$ cat config.mk
export PLATFORM = sky130hd
export DESIGN_NAME = ysyx_24100005_ifu
export DESIGN_NICKNAME = d
export VERILOG_FILES = /design/src/rtl/ysyx_24100005_pkg.sv /design/src/rtl/ysyx_24100005_ifu_holdbuf.sv /design/src/rtl/ysyx_24100005_ifu.sv
export SDC_FILE = /design/constraint.sdc
export NUM_CORES = 1
export LEC_CHECK = 0
export BUFFER_PORTS_ARGS = -buffer_cell sky130_fd_sc_hd__buf_4
export CAP_MARGIN = 10
export CORE_MARGIN = 10
export CORE_UTILIZATION = 44
export DETAILED_ROUTE_END_ITERATION = 8
export GPL_TIMING_DRIVEN = 1
export PLACE_DENSITY = 0.86
export SYNTH_ARGS = -nofsm -noshare
export SYNTH_HDL_FRONTEND = slang
export SYNTH_SLANG_ARGS = --single-unit
$ cat constraint.sdc
create_clock -name clk -period 2.2 [get_ports clk]
set_clock_uncertainty 0.1 [all_clocks]
set_input_delay 0.11 -clock clk [delete_from_list [all_inputs] [get_ports clk]]
set_output_delay 0.11 -clock clk [all_outputs]
set_load 0.02 [all_outputs]
$ cat src/rtl/ysyx_24100005_pkg.sv
// Shared types and constants for the ysyx_24100005 instruction fetch unit.
// YSYX_24100005_IFU_MISALIGN_CHK_EN adds the S_HALT state.
package ysyx_24100005_pkg;

    localparam int unsigned XLEN = 32;
    localparam logic [XLEN-1:0] RESET_PC_DEFAULT = 32'h8000_0000;

`ifdef YSYX_24100005_IFU_MISALIGN_CHK_EN
    typedef enum logic [2:0] {
        S_REQ  = 3'd0,
        S_WAIT = 3'd1,
        S_HOLD = 3'd2,
        S_NEXT = 3'd3,
        S_HALT = 3'd4
    } ifu_state_e;
`else
    typedef enum logic [1:0] {
        S_REQ  = 2'd0,
        S_WAIT = 2'd1,
        S_HOLD = 2'd2,
        S_NEXT = 2'd3
    } ifu_state_e;
`endif

endpackage

$ cat src/rtl/ysyx_24100005_ifu_holdbuf.sv
// Holding registers for the fetched instruction word and its address.
// Each register has its own load enable; both reset asynchronously.
module ysyx_24100005_ifu_holdbuf
    import ysyx_24100005_pkg::*;
#(
    parameter logic [XLEN-1:0] RESET_PC = RESET_PC_DEFAULT
) (
    input  logic            clk,
    input  logic            rst,
    input  logic            inst_en,
    input  logic [XLEN-1:0] inst_next,
    input  logic            pc_en,
    input  logic [XLEN-1:0] pc_next,
    output logic [XLEN-1:0] inst,
    output logic [XLEN-1:0] pc
);

    always_ff @(posedge clk or posedge rst) begin
        if (rst) begin
            inst <= '0;
        end else if (inst_en) begin
            inst <= inst_next;
        end
    end

    always_ff @(posedge clk or posedge rst) begin
        if (rst) begin
            pc <= RESET_PC;
        end else if (pc_en) begin
            pc <= pc_next;
        end
    end

endmodule

$ cat src/rtl/ysyx_24100005_ifu.sv
// Instruction fetch unit: request -> wait -> hold -> next-PC handshake FSM.
// Define YSYX_24100005_IFU_MISALIGN_CHK_EN to trap misaligned targets (S_HALT, fetch_misaligned).
module ysyx_24100005_ifu
    import ysyx_24100005_pkg::*;
#(
    parameter logic [XLEN-1:0] RESET_PC = RESET_PC_DEFAULT
) (
    input  logic            clk,
    input  logic            rst,
    input  logic            npc_valid,
    input  logic [XLEN-1:0] npc,
    output logic            imem_req_valid,
    input  logic            imem_req_ready,
    output logic [XLEN-1:0] imem_req_addr,
    input  logic            imem_rsp_valid,
    input  logic [XLEN-1:0] imem_rsp_data,
    output logic            inst_valid,
    input  logic            inst_ready,
    output logic [XLEN-1:0] inst,
    output logic [XLEN-1:0] pc
`ifdef YSYX_24100005_IFU_MISALIGN_CHK_EN
    ,
    output logic            fetch_misaligned
`endif
);

    ifu_state_e      state;
    ifu_state_e      state_next;
    logic            inst_en;
    logic            npc_load;
    logic            pc_en;
    logic [XLEN-1:0] pc_target;
    logic            target_bad;

    always_ff @(posedge clk or posedge rst) begin
        if (rst) begin
            state <= S_REQ;
        end else begin
            state <= state_next;
        end
    end

`ifdef YSYX_24100005_IFU_MISALIGN_CHK_EN
    assign target_bad = |npc[1:0];
    assign pc_target  = npc;

    always_ff @(posedge clk or posedge rst) begin
        if (rst) begin
            fetch_misaligned <= 1'b0;
        end else if (npc_load && target_bad) begin
            fetch_misaligned <= 1'b1;
        end
    end
`else
    // Without the trap, low address bits are silently cleared.
    assign target_bad = 1'b0;
    assign pc_target  = npc & ~XLEN'(3);
`endif

    always_comb begin
        state_next = state;
        inst_en    = 1'b0;
        npc_load   = 1'b0;
        case (state)
            S_REQ: begin
                if (imem_req_ready) begin
                    state_next = S_WAIT;
                end
            end
            S_WAIT: begin
                if (imem_rsp_valid) begin
                    inst_en    = 1'b1;
                    state_next = S_HOLD;
                end
            end
            S_HOLD: begin
                if (inst_ready) begin
                    if (npc_valid) begin
                        npc_load = 1'b1;
                    end else begin
                        state_next = S_NEXT;
                    end
                end
            end
            S_NEXT: begin
                if (npc_valid) begin
                    npc_load = 1'b1;
                end
            end
`ifdef YSYX_24100005_IFU_MISALIGN_CHK_EN
            S_HALT: begin
                state_next = S_HALT;
            end
`endif
            default: begin
                state_next = S_REQ;
            end
        endcase

        if (npc_load) begin
`ifdef YSYX_24100005_IFU_MISALIGN_CHK_EN
            state_next = target_bad ? S_HALT : S_REQ;
`else
            state_next = S_REQ;
`endif
        end
    end

    assign pc_en = npc_load && !target_bad;

    // Outputs decode the registered state only, so memory inputs never reach them combinationally.
    assign imem_req_valid = (state == S_REQ);
    assign inst_valid     = (state == S_HOLD);
    assign imem_req_addr  = pc;

    ysyx_24100005_ifu_holdbuf #(
        .RESET_PC (RESET_PC)
    ) u_holdbuf (
        .clk       (clk),
        .rst       (rst),
        .inst_en   (inst_en),
        .inst_next (imem_rsp_data),
        .pc_en     (pc_en),
        .pc_next   (pc_target),
        .inst      (inst),
        .pc        (pc)
    );

endmodule

==> impl_metrics.yaml, run 1 <==
finish:
  finalNetCount: 467
  layout-drive-gt1-share_pct: 62.0
  layout_common_cells: "buf_4 (164), dlygate4sd3_1 (63), dfrtp_1 (63)"
  area_delta_synth_final_pct: 64.9
  layout_commonest_cell: "buf_4"
  design_area_mm2: 0.00476
grt:
  grt_pass1_wl_um: 13800
  globalRouteOverflowTotal: 0
  antenna_found_initial: 1
  grt_max_degree: 38
  first_global_vias: 2631
  grt_util_all_layers_pct: 17.2
worst_setup_path:
  critical_path_class: "reg2reg"
  cp-start-kind: "flip-flop"
  crit_path_end_kind: "flip-flop"
  reg2reg_slack_ns: 0.27
  r2r-end: "u_holdbuf.pc[13]$_DFFE_PP0P_"
  crit_arrival_ns: 2.04
  reg2reg_depth: 6
  worst-path-max-fanout: 14
  r2r_start: "state[0]$_DFFE_PP0P_"
  required_ns: 2.31
routing:
  num_vias: 2194
  wire_per_inst_um: 18.2
  drc: 0
  ant_nets: 0
  via_per_inst: 4.62
  finalWirelength_um: 8650
  drt_iter0_drc: 48
  firstDrtPassIters: 4
clocking:
  cts_tree: "built"
  clk_pin_slew_ns: 0.06
  cts_resized: 0
  clk_path_buf_depth: 2
  root_buffer: "clkbuf_8"
  cts.sink_count: 64
  cts-buffers-inserted: 9
  h-tree-depth: 3
  clk-insertion-delay-late_ns: 0.32
  cts_setup_buffers: 0
pwr:
  p_total_mw: 7.38
  total_leakage_power_nw: 2.44
  p_sw_share_pct: 40.0
  comb_power_share_pct: 56.6
  irDropWorstVdd_mv: 1.06
  p_sw_mw: 2.95
  clkPwrFrac_pct: 12.9
  internal_power_mw: 4.43
  pwr_density_cell_mw_per_mm2: 1550
  pwr-share-seq_pct: 30.5
yosys:
  synth-compound-area-share_pct: 0.954
  yosys_warnings: 0
  ys_seq_area_share_pct: 55.6
  synth-adder-area-share_pct: 1.74
  synthCells: 190
  synth-seq-cells: 64
  synthSimpleGateAreaFrac_pct: 1.39
  synth.avg_cell_area_um2: 15.2
  syn-cell-area_mm2: 0.00288
  synth_cell_types: 19
  synth_top_family_by_area: "multiplexers"
  synth_xor_area_share_pct: 0
  muxShareOfSynthArea_pct: 28.3
hold_path:
  hold_depth: 4
  holdCritStartpoint: "npc_valid"
  min_to: "state[1]$_DFFE_PP0P_"
  hp-class: "in2reg"
sta:
  finalCritPeriodShare_pct: 87.9
  worst_slew_pin_slew_ns: 0.592
  hold_ws_ns: 0.134
  finalSetupTns_ns: 0
  rsz0062_at_grt: "no"
  slew_headroom_pct: 60.5
  setup_viol: 0
  fin_ws_ns: 0.265
  finalHoldViolations: 0
  slew_viol_final: 0
  final.min_clock_period_ns: 1.93
  fmax_mhz: 517
placement:
  place.gp.congestion: 0.708
  dp_hpwl_um: 6040
  place_area_mm2: 0.00394
  place_ws_ns: 0.270
  io_buffers: 161
floorplanning:
  core_area_mm2: 0.00635
  fp.dieArea_mm2: 0.0102
  io_pins: 168
  die_w_um: 101
  fp-row-count: 29
  die_h_um: 101
  start_util_pct: 45.4
status:
  status: "completed"
job:
  maxCapViolCount: 0
[synth_stat cells]
cell type / n / share of area [%]
buf_2: 3 / 0.52
o21ai_0: 2 / 0.35
a21o_2: 1 / 0.30
conb_1: 1 / 0.13
dfrtp_1: 63 / 55
buf_4: 34 / 8.9
mux2_2: 36 / 14
mux2i_1: 2 / 0.69
mux2_4: 26 / 14
dfstp_2: 1 / 0.91
o2111ai_1: 1 / 0.30
nor2_1: 1 / 0.13
buf_8: 1 / 0.52
inv_1: 5 / 0.65
buf_12: 2 / 1.4
nand2b_1: 1 / 0.22
ha_1: 4 / 1.7
nand2_1: 5 / 0.65
nand2_4: 1 / 0.39
[power by group through the flow]
stage	registers, mW	logic (mW)	clock network [mW]
global placement	2.20	4.01	0
detailed placement	2.23	4.12	0
floorplan	2.89	2.03	0
global route	2.33	4.45	1.04
finish	2.25	4.18	0.956
CTS	2.23	4.21	0.984
[repair_timing]
action / CTS / global route
hold buffers: 63 / 0
hold endpoints to repair: 88 / 0
setup endpoints to repair: 0 / 0
[critical path, cell delays in order, from the launching register on]
cell	delay, ns
dfrtp_1	0.40
inv_1	0.09
ha_1	0.24
a21o_2	0.24
nand2_4	0.20
buf_12	0.19
mux2_2	0.34
[state kept, by name, indices dropped and copies added (netlist names)]
name            flops
state               2
u_holdbuf.inst     32
u_holdbuf.pc       30
[layer usage]
metal	GRT usage, %	vias up	wire length (um)
li1	-	1008	-
met1	16.5	1055	2910
met2	30.8	106	4670
met3	6.38	25	772
met4	9.65	0	293
met5	0	-	0
[stage by stage]
| stage | cells | util (%) |
|---|---|---|
| floorplan | 193 | - |
| global placement | 396 | 62.0 |
| detailed placement | 396 | 62.0 |
| CTS | 474 | 74.9 |
| global route | 475 | 74.9 |
| finish | 475 | 74.9 |
[layout make-up]
class | instances | area (um2)
Antenna cell | 1 | 2.50
Clock buffer | 11 | 141
Clock inverter | 4 | 45.0
Fill cell | 431 | 1590
Inverter | 5 | 18.8
Multi-Input combinational cell | 84 | 948
Sequential cell | 64 | 1600
Tap cell | 77 | 96.3
Timing Repair Buffer | 229 | 1900
[worst max-delay path by stage]
stage,depth (start not counted),slack (ns),startpoint,endpoint
after global routing,6,0.18,state[0]$_DFFE_PP0P_,u_holdbuf.pc[13]$_DFFE_PP0P_
final,6,0.27,state[0]$_DFFE_PP0P_,u_holdbuf.pc[13]$_DFFE_PP0P_
after floorplan,1,0.39,rst,state[0]$_DFFE_PP0P_
after global placement,6,0.33,state[0]$_DFFE_PP0P_,u_holdbuf.pc[13]$_DFFE_PP0P_
after detailed placement,6,0.27,state[0]$_DFFE_PP0P_,u_holdbuf.pc[13]$_DFFE_PP0P_
after CTS,6,0.27,state[0]$_DFFE_PP0P_,u_holdbuf.pc[13]$_DFFE_PP0P_
[cell families after synthesis]
family,Yosys count
muxes,64
adders and majority gates,4
and+or+nand+nor,8
buffers and inverters,45
other,1
DFF,64
AOI/OAI and AO/OA,4
Note: power is estimated with default switching activity, not from simulation.
==> run 2: changes to the inputs <==
--- a/config.mk
+++ b/config.mk
@@ -5,7 +5,7 @@
 export SDC_FILE = /design/constraint.sdc
 export NUM_CORES = 1
 export LEC_CHECK = 0
-export BUFFER_PORTS_ARGS = -buffer_cell sky130_fd_sc_hd__buf_4
+export BUFFER_PORTS_ARGS = -buffer_cell sky130_fd_sc_hd__buf_2
 export CAP_MARGIN = 10
 export CORE_MARGIN = 10
 export CORE_UTILIZATION = 44
==> run 2 against run 1 <==
- non-clock buffer count fell by 1
- die area did not move
- clock-buffer cell count rose by 5
- sequential cell count did not move
- clock power fell by 6.8%
- first-iteration DRC count fell by 44%
- hold slack got worse by 0.045 ns
==> impl_metrics.yaml, run 2 (same netlist as run 1, synthesis figures left out) <==
finish:
  fill_cells: 469
  layout_commonest_cell: "buf_2"
  layout-drive-gt1-share_pct: 61.2
  regMostFlops: "u_holdbuf.inst"
  layout_common_cells: "buf_2 (161), dlygate4sd3_1 (63), dfrtp_1 (63)"
  diodes: 0
  largest_reg_flops: 32
  area_delta_synth_final_pct: 50.8
  finalNetCount: 466
  top_regs: "u_holdbuf.inst (32), u_holdbuf.pc (30), state (2)"
floorplanning:
  fp-row-count: 29
  start_util_pct: 45.4
  io_pins: 168
  die_w_um: 101
  core_area_mm2: 0.00635
  die_h_um: 101
  fp.dieArea_mm2: 0.0102
sta:
  slew_headroom_pct: 62.3
  setup_viol: 0
  slew_viol_final: 0
  worst_slew_pin_slew_ns: 0.565
  final.min_clock_period_ns: 1.84
  fin_ws_ns: 0.359
  fmax_mhz: 543
  finalCritPeriodShare_pct: 83.7
  finalSetupTns_ns: 0
  finalHoldViolations: 0
  rsz0062_at_grt: "no"
grt:
  grt_max_degree: 40
  grt_pass1_wl_um: 12500
  first_global_vias: 2466
  antenna_found_initial: 0
  grt_util_all_layers_pct: 15.5
  globalRouteOverflowTotal: 0
worst_setup_path:
  slowest_delay_ns: 0.39
  required_ns: 2.30
  r2r_start: "state[0]$_DFFE_PP0P_"
  crit_slowest_cell: "dfrtp_1"
  setup.worst_path.start: "state[0]$_DFFE_PP0P_"
  critical_path_class: "reg2reg"
  worst-path-max-fanout: 17
  path_cells: "inv_1 -> ha_1 -> a21o_2 -> nand2_4 -> buf_12 -> mux2_2"
  critical_path.top_delay_family: "flip-flops"
  cp-start-kind: "flip-flop"
  crit_path_end_kind: "flip-flop"
  crit_arrival_ns: 1.94
  path_buf_inv: 2
clocking:
  h-tree-depth: 3
  root_buffer: "clkbuf_8"
  cts_resized: 0
  cts.sink_count: 64
  cts_hold_buf: 63
  cts_tree: "built"
  clk_pin_slew_ns: 0.06
  cts_setup_buffers: 0
  clk_path_buf_depth: 2
  cts-buffers-inserted: 9
  clk-insertion-delay-late_ns: 0.31
routing:
  wire_per_inst_um: 16.6
  firstDrtPassIters: 4
  via_per_inst: 4.51
  ant_nets: 0
  num_vias: 2140
  drt_iter0_drc: 27
  finalWirelength_um: 7880
  drc: 0
status:
  status: "completed"
placement:
  io_buffers: 161
  place_ws_ns: 0.341
  place.gp.congestion: 0.692
  dp_hpwl_um: 5410
hold_path:
  holdCritStartpoint: "npc_valid"
  hp-class: "in2reg"
pwr:
  pwr_density_cell_mw_per_mm2: 1530
  total_leakage_power_nw: 2.30
  p_total_mw: 6.67
  irDropWorstVdd_mv: 1.04
job:
  maxCapViolCount: 0
-- run 2: changes by cell type in the layout (fill, tap and decap cells not counted) --
cell | before | now
buf_12 | 2 | 3
buf_2 | 0 | 161
buf_4 | 164 | 1
bufinv_16 | 1 | 0
clkbuf_1 | 1 | 4
clkbuf_8 | 10 | 12
clkinv_2 | 3 | 0
diode_2 | 1 | 0
-- run 2: layout make-up --
cell class                      instances  area, um2  area share, %
Clock buffer                           16        180           4.14
Multi-Input combinational cell         84        948           21.8
Inverter                                5       18.8          0.431
Sequential cell                        64       1600           36.8
Timing Repair Buffer                  228       1500           34.6
Tap cell                               77       96.3           2.21
-- run 2: tightest hold or removal path: stages --
cell and delay [ns]:
buf_2 0.11, nand2_4 0.10, nand2_1 0.09, mux2i_1 0.06
-- run 2: stage by stage --
step / utilization [%] / cells / hold WS (ns) / cell area, um2
floorplan: - / 193 / 0.158 / 2900
global placement: 55.7 / 395 / 0.0754 / 3540
finish: 68.5 / 474 / 0.0886 / 4350
CTS: 68.5 / 474 / 0.0785 / 4350
detailed placement: 55.7 / 395 / 0.0993 / 3540
global route: 68.5 / 474 / 0.0950 / 4350
-- run 2: path summary, 6_finish.rpt --
| kind | endpoint | slack [ns] | cells after the start |
|---|---|---|---|
| max | u_holdbuf.pc[11]$_DFFE_PP0P_ | 0.36 | 6 |
| min in group asynchronous | u_holdbuf.pc[12]$_DFFE_PP0P_ | 0.32 | 3 |
| min reg2reg | u_holdbuf.inst[3]$_DFFE_PP0P_ | 0.40 | 1 |
| max reg2reg | u_holdbuf.pc[11]$_DFFE_PP0P_ | 0.36 | 6 |
| min | state[1]$_DFFE_PP0P_ | 0.09 | 4 |
| max in group asynchronous | state[0]$_DFFE_PP0P_ | 1.08 | 4 |
-- run 2: where the power goes --
part	switching, mW	leakage, nW	internal, mW
clock network	0.387	0.0910	0.504
logic	2.03	1.46	1.58
registers	0.371	0.755	1.80
total	2.79	2.30	3.88
-- run 2: metal layers --
layer | part of all wire [%] | track usage, % | vias to the layer above
met3 | 8.5 | 5.76 | 15
met2 | 55 | 29.4 | 101
met4 | 2.0 | 6.32 | 0
met1 | 34 | 14.5 | 1022
li1 | - | - | 1002
met5 | 0 | 0 | -
